`src/rtl/prescale_detect_if.sv`:
```
// Bus bundle for prescale_detect: divided-clock input, measurement enable and the locked-period results.
// fsm_state exposes the detector state (0 IDLE, 1 WAIT_EDGE, 2 MEASURE, 3 LOCKED) for checkers.
interface prescale_detect_if;
    logic        en_measure;
    logic        div_in;
    logic [31:0] period_out;
    logic [4:0]  prescale_value;
    logic        valid;
    logic        error;
    logic        timeout;
    logic [1:0]  fsm_state;

    modport master (
        output en_measure, div_in,
        input  period_out, prescale_value, valid, error, timeout, fsm_state
    );

    modport slave (
        input  en_measure, div_in,
        output period_out, prescale_value, valid, error, timeout, fsm_state
    );
endinterface

```
`src/rtl/prescale_detect.sv`:
```
// Measures the period of a divided clock sampled as data, locks once two consecutive power-of-two periods agree.
// Define PRESCALE_DETECT_SYNC_EN to pass div_in through a 2-flop synchronizer before edge detection.
module prescale_detect #(
    parameter logic [31:0] TIMEOUT_CYCLES = 32'h8000_0001
) (
    input logic             clk,
    input logic             rst,
    prescale_detect_if.slave bus
);
    typedef enum logic [1:0] {
        IDLE      = 2'd0,
        WAIT_EDGE = 2'd1,
        MEASURE   = 2'd2,
        LOCKED    = 2'd3
    } state_t;

    state_t      state;
    logic [31:0] cnt;
    logic [31:0] prev;
    logic [31:0] period_reg;
    logic [4:0]  prescale_reg;
    logic        valid_reg;
    logic        error_reg;
    logic        timeout_reg;

    logic        div_s;
    logic        div_q;
    logic        rise;
    logic        timed_out;
    logic        m_ok;

`ifdef PRESCALE_DETECT_SYNC_EN
    logic sync_q1;
    logic sync_q2;

    always_ff @(posedge clk) begin
        if (rst) begin
            sync_q1 <= 1'b0;
            sync_q2 <= 1'b0;
        end else begin
            sync_q1 <= bus.div_in;
            sync_q2 <= sync_q1;
        end
    end

    assign div_s = sync_q2;
`else
    assign div_s = bus.div_in;
`endif

    always_ff @(posedge clk) begin
        if (rst) div_q <= 1'b0;
        else     div_q <= div_s;
    end

    assign rise = div_s & ~div_q;

    function automatic logic is_pow2(input logic [31:0] v);
        return (v != 32'd0) && ((v & (v - 32'd1)) == 32'd0);
    endfunction

    function automatic logic [4:0] log2_minus1(input logic [31:0] v);
        logic [4:0] r;
        r = 5'd0;
        for (int i = 1; i < 32; i++) begin
            if (v[i]) r = 5'(i - 1);
        end
        return r;
    endfunction

    // cnt never passes the limit: the timeout branch wins before another increment.
    assign timed_out = (cnt == TIMEOUT_CYCLES);
    assign m_ok      = is_pow2(cnt) && (cnt >= 32'd2);

    always_ff @(posedge clk) begin
        if (rst) begin
            state        <= IDLE;
            cnt          <= 32'd0;
            prev         <= 32'd0;
            period_reg   <= 32'd0;
            prescale_reg <= 5'd0;
            valid_reg    <= 1'b0;
            error_reg    <= 1'b0;
            timeout_reg  <= 1'b0;
        end else if (!bus.en_measure) begin
            state       <= IDLE;
            cnt         <= 32'd0;
            prev        <= 32'd0;
            valid_reg   <= 1'b0;
            error_reg   <= 1'b0;
            timeout_reg <= 1'b0;
        end else begin
            case (state)
                IDLE: begin
                    cnt         <= 32'd0;
                    prev        <= 32'd0;
                    valid_reg   <= 1'b0;
                    error_reg   <= 1'b0;
                    timeout_reg <= 1'b0;
                    state       <= WAIT_EDGE;
                end
                WAIT_EDGE: begin
                    if (rise) begin
                        cnt   <= 32'd1;
                        state <= MEASURE;
                    end else begin
                        cnt <= 32'd0;
                    end
                end
                MEASURE, LOCKED: begin
                    if (timed_out) begin
                        timeout_reg <= 1'b1;
                        error_reg   <= 1'b1;
                        valid_reg   <= 1'b0;
                        cnt         <= 32'd0;
                        state       <= WAIT_EDGE;
                    end else if (rise) begin
                        cnt <= 32'd1;
                        if (state == MEASURE) begin
                            if (!m_ok) begin
                                error_reg <= 1'b1;
                                prev      <= 32'd0;
                            end else if (cnt == prev) begin
                                state        <= LOCKED;
                                period_reg   <= cnt;
                                prescale_reg <= log2_minus1(cnt);
                                valid_reg    <= 1'b1;
                                error_reg    <= 1'b0;
                            end else begin
                                prev <= cnt;
                            end
                        end else if (cnt != period_reg) begin
                            // Lost lock: the new period seeds the next confirmation.
                            valid_reg <= 1'b0;
                            error_reg <= 1'b1;
                            prev      <= cnt;
                            state     <= MEASURE;
                        end
                    end else begin
                        cnt <= cnt + 32'd1;
                    end
                end
            endcase
        end
    end

    assign bus.period_out     = period_reg;
    assign bus.prescale_value = prescale_reg;
    assign bus.valid          = valid_reg;
    assign bus.error          = error_reg;
    assign bus.timeout        = timeout_reg;
    assign bus.fsm_state      = state;
endmodule

```
`src/flat_wrapper.sv`:
```
// flat-port wrapper written by rule: the top's interface ports become plain ports
module prescale_detect_flat 
#(
    parameter logic [31:0] TIMEOUT_CYCLES = 32'h8000_0001
)
  (clk, rst, bus_en_measure, bus_div_in, bus_period_out, bus_prescale_value, bus_valid, bus_error, bus_timeout, bus_fsm_state);
  prescale_detect_if bus_i ();
  input logic clk;
  input logic rst;
  input wire logic [$bits(bus_i.en_measure)-1:0] bus_en_measure;
  input wire logic [$bits(bus_i.div_in)-1:0] bus_div_in;
  output wire logic [$bits(bus_i.period_out)-1:0] bus_period_out;
  output wire logic [$bits(bus_i.prescale_value)-1:0] bus_prescale_value;
  output wire logic [$bits(bus_i.valid)-1:0] bus_valid;
  output wire logic [$bits(bus_i.error)-1:0] bus_error;
  output wire logic [$bits(bus_i.timeout)-1:0] bus_timeout;
  output wire logic [$bits(bus_i.fsm_state)-1:0] bus_fsm_state;
  assign bus_i.en_measure = bus_en_measure;
  assign bus_i.div_in = bus_div_in;
  assign bus_period_out = bus_i.period_out;
  assign bus_prescale_value = bus_i.prescale_value;
  assign bus_valid = bus_i.valid;
  assign bus_error = bus_i.error;
  assign bus_timeout = bus_i.timeout;
  assign bus_fsm_state = bus_i.fsm_state;
  prescale_detect #(.TIMEOUT_CYCLES(TIMEOUT_CYCLES)) u_core (.clk(clk), .rst(rst), .bus(bus_i));
endmodule
```
`config.mk`:
```
export PLATFORM = sky130hd
export DESIGN_NAME = prescale_detect_flat
export DESIGN_NICKNAME = d
export VERILOG_FILES = /design/src/rtl/prescale_detect_if.sv /design/src/rtl/prescale_detect.sv /design/src/flat_wrapper.sv
export SDC_FILE = /design/constraint.sdc
export NUM_CORES = 1
export LEC_CHECK = 0
export BUFFER_PORTS_ARGS = -buffer_cell sky130_fd_sc_hd__buf_4
export CORE_MARGIN = 3
export CORE_UTILIZATION = 45
export CTS_CLUSTER_DIAMETER = 100
export DETAILED_ROUTE_END_ITERATION = 10
export GPL_ROUTABILITY_DRIVEN = 0
export SLEW_MARGIN = 25
export SYNTH_ARGS = -nofsm -noshare
export SYNTH_HDL_FRONTEND = slang
export SYNTH_SLANG_ARGS = --single-unit
```
`constraint.sdc`:
```
create_clock -name clk -period 7 [get_ports clk]
set_input_delay 0.7 -clock clk [delete_from_list [all_inputs] [get_ports clk]]
set_output_delay 0.7 -clock clk [all_outputs]
set_load 0.01 [all_outputs]
```
==> results.md, run 1 <==
- Syn Nets: between 700 and 800
- Relative slew margins: 0.495
- Die Footprint: 0.0147 sq mm
- Drt first pass iters: 5
- Worst-path fanout max: 41
- Vias in the first global route: 5065
- Max_cap viols: 0
- Nets: 740
- FMAX: 249 MHz
- Count of cell types in the netlist: between 50 and 60
- Root Buffer: clkbuf_16
- R2R depth: 11
- Clock skew: around 0.011 ns
- CP arrival: 4.25 ns
- Crit start category: flip-flop
- Period utilization: 0.574
- GR Overflow Total: 0
- Post-CTS sizing: 0
- Bufs on Longest Clock Path: 2
- Tot GR Track Use: 0.237
- Yosys warnings: 0
- CP startpoint: u_core.cnt[0]
- R2R Path End: u_core.bus.period_out[7]
- Setup violators final: 0
- Slew Limit Fails: 0
- Area of the multi-input gates: 0.00352 sq mm
- Share of layout cells above drive strength 1: 0.122
- HP Class: flip-flop to flip-flop
- Hold_buf cts: 0
- Number of vias per cell: 5.81
- Register bit count reported by yosys: 107
- Htree depth: 3
- Cell area after synthesis: 0.00599 sq mm
- Setup WS post-layout: 2.98 ns
- First-pass GRT wire length: 27400 um
- Area leader, netlist: dfxtp_1
- Synth top cells by count: dfxtp_1 (107), nor2_1 (88), nand2_1 (86)
- Top_reg_cell synth: dfxtp_1
- CTS tree: done
- Filler Cells Inserted: 1244
- Initial DRC Count: slightly above 500
- Avg Inst Size Synth: 8.23 sq um
- Routed wire length: ~17000 um
- Pin count of the biggest net entering global routing: 42
- CTS clock-pin slew for the worst setup and hold paths: 0.07 ns
- Placed cell area: 0.00636 sq mm
- Status: complete, no violations
- Total Power: 1.19 mW
- Antenna-violating nets left: 0
- Least-Margin Pin Slew: 0.750 ns
- Leakage: approximately 2.5 nW
- Synth area leaders: dfxtp_1 (36%), xnor2_1 (11%), mux2i_1 (11%)
- Diode count: 0
- PwrDens: 177 mW/mm^2
- Async SR Flop Fraction: 0
- Final cell count without fillers: 909
- Crit path to: u_core.bus.period_out[7]
- Post-synth top area share: 0.358
- Fin area: 0.00668 sq mm
- Hold slack final: between 0.4 and 0.5 ns
- CTS buffer count: 9
- Die Height: between 100 and 150 um
- Worst skew pair latency: 0.36 ns
- Reg2Reg Setup Slack: just under 3 ns
- DRC viols: 0
- Worst R2R Start: u_core.cnt[0]
- CP Data Required Time: 7.23 ns
- Setup tns final: 0 ns
- Most frequent cell after synthesis: dfxtp_1
- Wirelength per Cell: 18.4 um
- Row count: 41
- Worst slack at placement: 3.08 ns
- Final Hold Fails: 0
- Core Area: 0.0128 sq mm
- Die W: 121 um
- Gate Count Post-Synth: 728
- Clk sink count: 107
- Initial core utilization: 0.467
- VDD IR max: 0.000150 V
- Register area: 0.00214 sq mm
- Register area share after synthesis: 0.358
- Post-CTS Setup Bufs: 0
- Antenna violations before repair: 0
- Placed Cells incl. Taps: 893
- Worst Setup End Kind: flip-flop
- Tmin final: 4.02 ns
- Area delta synth->final: 11.6%
- Number of flops mapped to enable cells by yosys: 0
- Post-DP HPWL: 11700 um
- I/O Pins: between 40 and 50
- Vias after detailed routing: 5283
- Port Buffers: 45
- RSZ-0062 raised after global routing: false
- Final Core Density: 0.521
- Critical path type: flip-flop to flip-flop
[how the worst min path moves through the flow]
stage / start / end / slack [ns] / cells past startpoint
after floorplan: u_core.prev[0] / u_core.prev[0] / 0.45 / 2
after global placement: u_core.prev[2] / u_core.prev[2] / 0.45 / 2
after detailed placement: u_core.prev[6] / u_core.prev[6] / 0.46 / 2
after CTS: u_core.prev[15] / u_core.prev[15] / 0.48 / 2
after global routing: u_core.prev[16] / u_core.prev[16] / 0.49 / 2
final: u_core.bus.error / u_core.bus.error / 0.47 / 2
[per-layer routing]
layer  track usage  wire length (um)  up-vias
met5             0                 0        -
li1              -                 -     2522
met1         0.333              7720     2520
met2         0.356              7530      207
met3        0.0462              1050       34
met4        0.0959               439        0
[logic make-up (layout without fill, tap and decap cells)]
family	count (synthesis)	in the layout	synth area share
AOI/OAI and AO/OA	73	73	0.0832
xor gates and xnor gates	92	92	0.135
adders and majority gates	4	4	0.00836
buffers and inverters	79	88	0.0562
DFF	107	107	0.358
muxes	65	65	0.109
and+or+nand+nor	308	308	0.251
[placed cells by master (no fill, tap or decap), drive strengths merged, types with 3 or more instances in the layout]
master / count
xor2: 14
o31ai: 4
a21oi: 18
or4: 6
nor2b: 6
and3: 7
o2111ai: 3
nand4: 31
or3: 6
ha: 4
dfxtp: 107
o41ai: 3
xnor2: 78
a211oi: 6
mux2i: 65
clkbuf: 9
nor3: 17
nand2b: 9
o21ai: 15
or2: 5
a31oi: 5
buf: 56
nand3: 19
inv: 20
nor4: 23
nand2: 86
nor2: 88
[where the power goes]
group	internal [mW]	total, mW	leakage (nW)	switching (mW)
Combinational	0.0124	0.0348	1.44	0.0225
Clock	0.288	0.540	0.156	0.252
Sequential	0.609	0.610	0.862	0.00162
[critical path, cell delays in order, from the launching register on]
cell and delay (ns):
dfxtp_1 0.45, inv_1 0.16, ha_1 0.23, or4b_4 0.52
nor4_2 0.29, or3b_1 0.39, a222oi_1 0.32, nand4_2 0.28
nor4_4 0.27, buf_4 0.57, mux2i_1 0.29, nor2_1 0.06
[area by class of cell]
class,count,share of cell area
Clock buffer,9,0.0337
Clock inverter,7,0.0139
Inverter,16,0.00899
Multi-Input combinational cell,542,0.528
Sequential cell,107,0.321
Tap cell,172,0.0322
Timing Repair Buffer,56,0.0629
Note: power is estimated with default switching activity, not from simulation.
==> run 2: changes to the inputs <==
- clock period: 7 -> 4.05 ns (I/O delays scaled with it)
==> results.md, run 2 (synthesis results as in run 1) <==
- FMAX: 267 MHz (was 249 MHz)
- Htree depth: 3 (unchanged)
- Fin area: 0.00688 sq mm (was 0.00668 sq mm)
- Leakage: 2.60 nW (was 2.46 nW)
- Initial core utilization: 0.467 (unchanged)
- Final Core Density: 0.537 (was 0.521)
- Post-CTS Setup Bufs: 0 (unchanged)
- CP arrival: 3.98 ns (was 4.25 ns)
- Number of vias per cell: 5.69 (was 5.81)
- Initial DRC Count: 506 (was 509)
- CP Data Required Time: 4.29 ns (was 7.23 ns)
- Setup tns final: 0 ns (unchanged)
- RSZ-0062 raised after global routing: false (unchanged)
- Most common cell after layout, fill and taps aside: dfxtp_1 (unchanged)
- Tot GR Track Use: 0.239 (was 0.237)
- I/O Pins: 46 (unchanged)
- Die Height: 121 um (unchanged)
- Tmin final: 3.74 ns (was 4.02 ns)
- Drt first pass iters: 5 (unchanged)
- Port Buffers: 45 (unchanged)
- Status: complete, no violations (unchanged)
- GR Overflow Total: 0 (unchanged)
- Die Footprint: 0.0147 sq mm (unchanged)
- CTS clock-pin slew for the worst setup and hold paths: 0.07 ns (about the same)
- Vias after detailed routing: 5317 (was 5283)
- Crit start category: flip-flop (unchanged)
- Most frequent cells in the layout: dfxtp_1 (107), nor2_1 (88), nand2_1 (86), buf_4 (80), xnor2_1 (78) (was dfxtp_1 (107), nor2_1 (88), nand2_1 (86), xnor2_1 (78), mux2i_1 (65))
- Worst skew pair latency: 0.36 ns (about the same)
- Final Hold Fails: 0 (unchanged)
- DRC viols: 0 (unchanged)
- VDD IR max: 0.000310 V (was 0.000150 V)
- Wirelength per Cell: 18.4 um (about the same)
- Nets: 766 (was 740)
- Setup WS post-layout: 0.312 ns (was 2.98 ns)
- Bufs on Longest Clock Path: 2 (unchanged)
- Routed wire length: 17200 um (was 16700 um)
- Pin count of the biggest net entering global routing: 42 (unchanged)
- Row count: 41 (unchanged)
- Setup violators final: 0 (unchanged)
- Post-DP HPWL: 12400 um (was 11700 um)
- Die W: 121 um (unchanged)
- PwrDens: 287 mW/mm^2 (was 177 mW/mm^2)
- Max_cap viols: 0 (unchanged)
- Area delta synth->final: 14.9% (was 11.6%)
- Core Area: 0.0128 sq mm (unchanged)
- Relative slew margins: 0.427 (was 0.495)
- Antenna violations before repair: 0 (unchanged)
- Clock skew: 0.0113 ns (about the same)
- Worst slack at placement: 0.313 ns (was 3.08 ns)
- Worst-path fanout max: 22 (was 41)
- Root Buffer: clkbuf_16 (unchanged)
- Diode count: 0 (unchanged)
- Clk sink count: 107 (unchanged)
- Worst Setup End Kind: flip-flop (unchanged)
- CTS buffer count: 9 (unchanged)
- First-pass GRT wire length: 27500 um (was 27400 um)
- HP Class: input port to flip-flop (was flip-flop to flip-flop)
- Share of layout cells above drive strength 1: 0.152 (was 0.122)
- Period utilization: 0.923 (was 0.574)
- Slew Limit Fails: 0 (unchanged)
- Placed cell area: 0.00659 sq mm (was 0.00636 sq mm)
- Critical path type: flip-flop to flip-flop (unchanged)
- CTS tree: done (unchanged)
- Antenna-violating nets left: 0 (unchanged)
- Vias in the first global route: 4863 (was 5065)
- Least-Margin Pin Slew: 0.851 ns (was 0.750 ns)
run 2: cell types whose count changed in the layout (fill, tap and decap cells not counted), sizes merged:
cell / previous run / this run
inv: 20 / 19
clkbuf: 9 / 10
bufinv: 1 / 0
clkinv: 2 / 3
buf: 56 / 82
run 2: critical path: stages, from the launching register on:
cell and delay [ns]:
dfxtp_1 0.44, inv_1 0.18, ha_1 0.25, or4b_4 0.54, nor4_4 0.22, or3b_1 0.38, a222oi_1 0.29, nand4_2 0.28
nor4_1 0.43, nor3_4 0.21, buf_12 0.25, mux2i_1 0.13
run 2: stage by stage:
step	total power [mW]	instances	hold WS, ns
after floorplan	1.12	728	0.447
after global placement	1.14	919	0.455
after detailed placement	1.14	919	0.462
after CTS	1.99	935	0.275
after global routing	2.04	935	0.283
final	1.98	935	0.279
run 2: path summary, 6_finish.rpt:
path / startpoint / endpoint / slack (ns) / depth (start not counted)
worst max-delay path: u_core.cnt[1] / u_core.prev[18] / 0.31 / 11
worst min-delay path: bus_div_in / u_core.div_q / 0.28 / 2
worst max register to register: u_core.cnt[1] / u_core.prev[18] / 0.31 / 11
worst min register to register: u_core.prev[28] / u_core.prev[28] / 0.47 / 2
run 2: repair_timing:
action / 4_1_cts / 5_1_grt
resized for setup: 0 / 1
hold buffers: 0 / 0
endpoints found under the setup margin: 0 / 1
hold endpoints to repair: 0 / 0
run 2: power breakdown:
| part | internal [mW] | total, mW | switching (mW) | leakage (nW) |
|---|---|---|---|---|
| combinational | 0.0237 | 0.0647 | 0.0410 | 1.59 |
| clock | 0.440 | 0.856 | 0.416 | 0.144 |
| sequential | 1.05 | 1.05 | 0.00219 | 0.862 |
run 2: per-layer routing:
| layer | global-route usage | wire length [um] | vias up |
|---|---|---|---|
| li1 | - | - | 2569 |
| met1 | 0.348 | 8120 | 2538 |
| met2 | 0.361 | 7670 | 188 |
| met3 | 0.0448 | 1140 | 22 |
| met4 | 0.0700 | 309 | 0 |
| met5 | 0 | 0 | - |
run 2: final cells by class:
type / instances / area [sq um]
Fill cell: 1213 / 5940
Clock inverter: 6 / 45.0
Clock buffer: 10 / 239
Tap cell: 172 / 215
Inverter: 16 / 60.1
Sequential cell: 107 / 2140
Multi-Input combinational cell: 542 / 3540
Timing Repair Buffer: 82 / 641
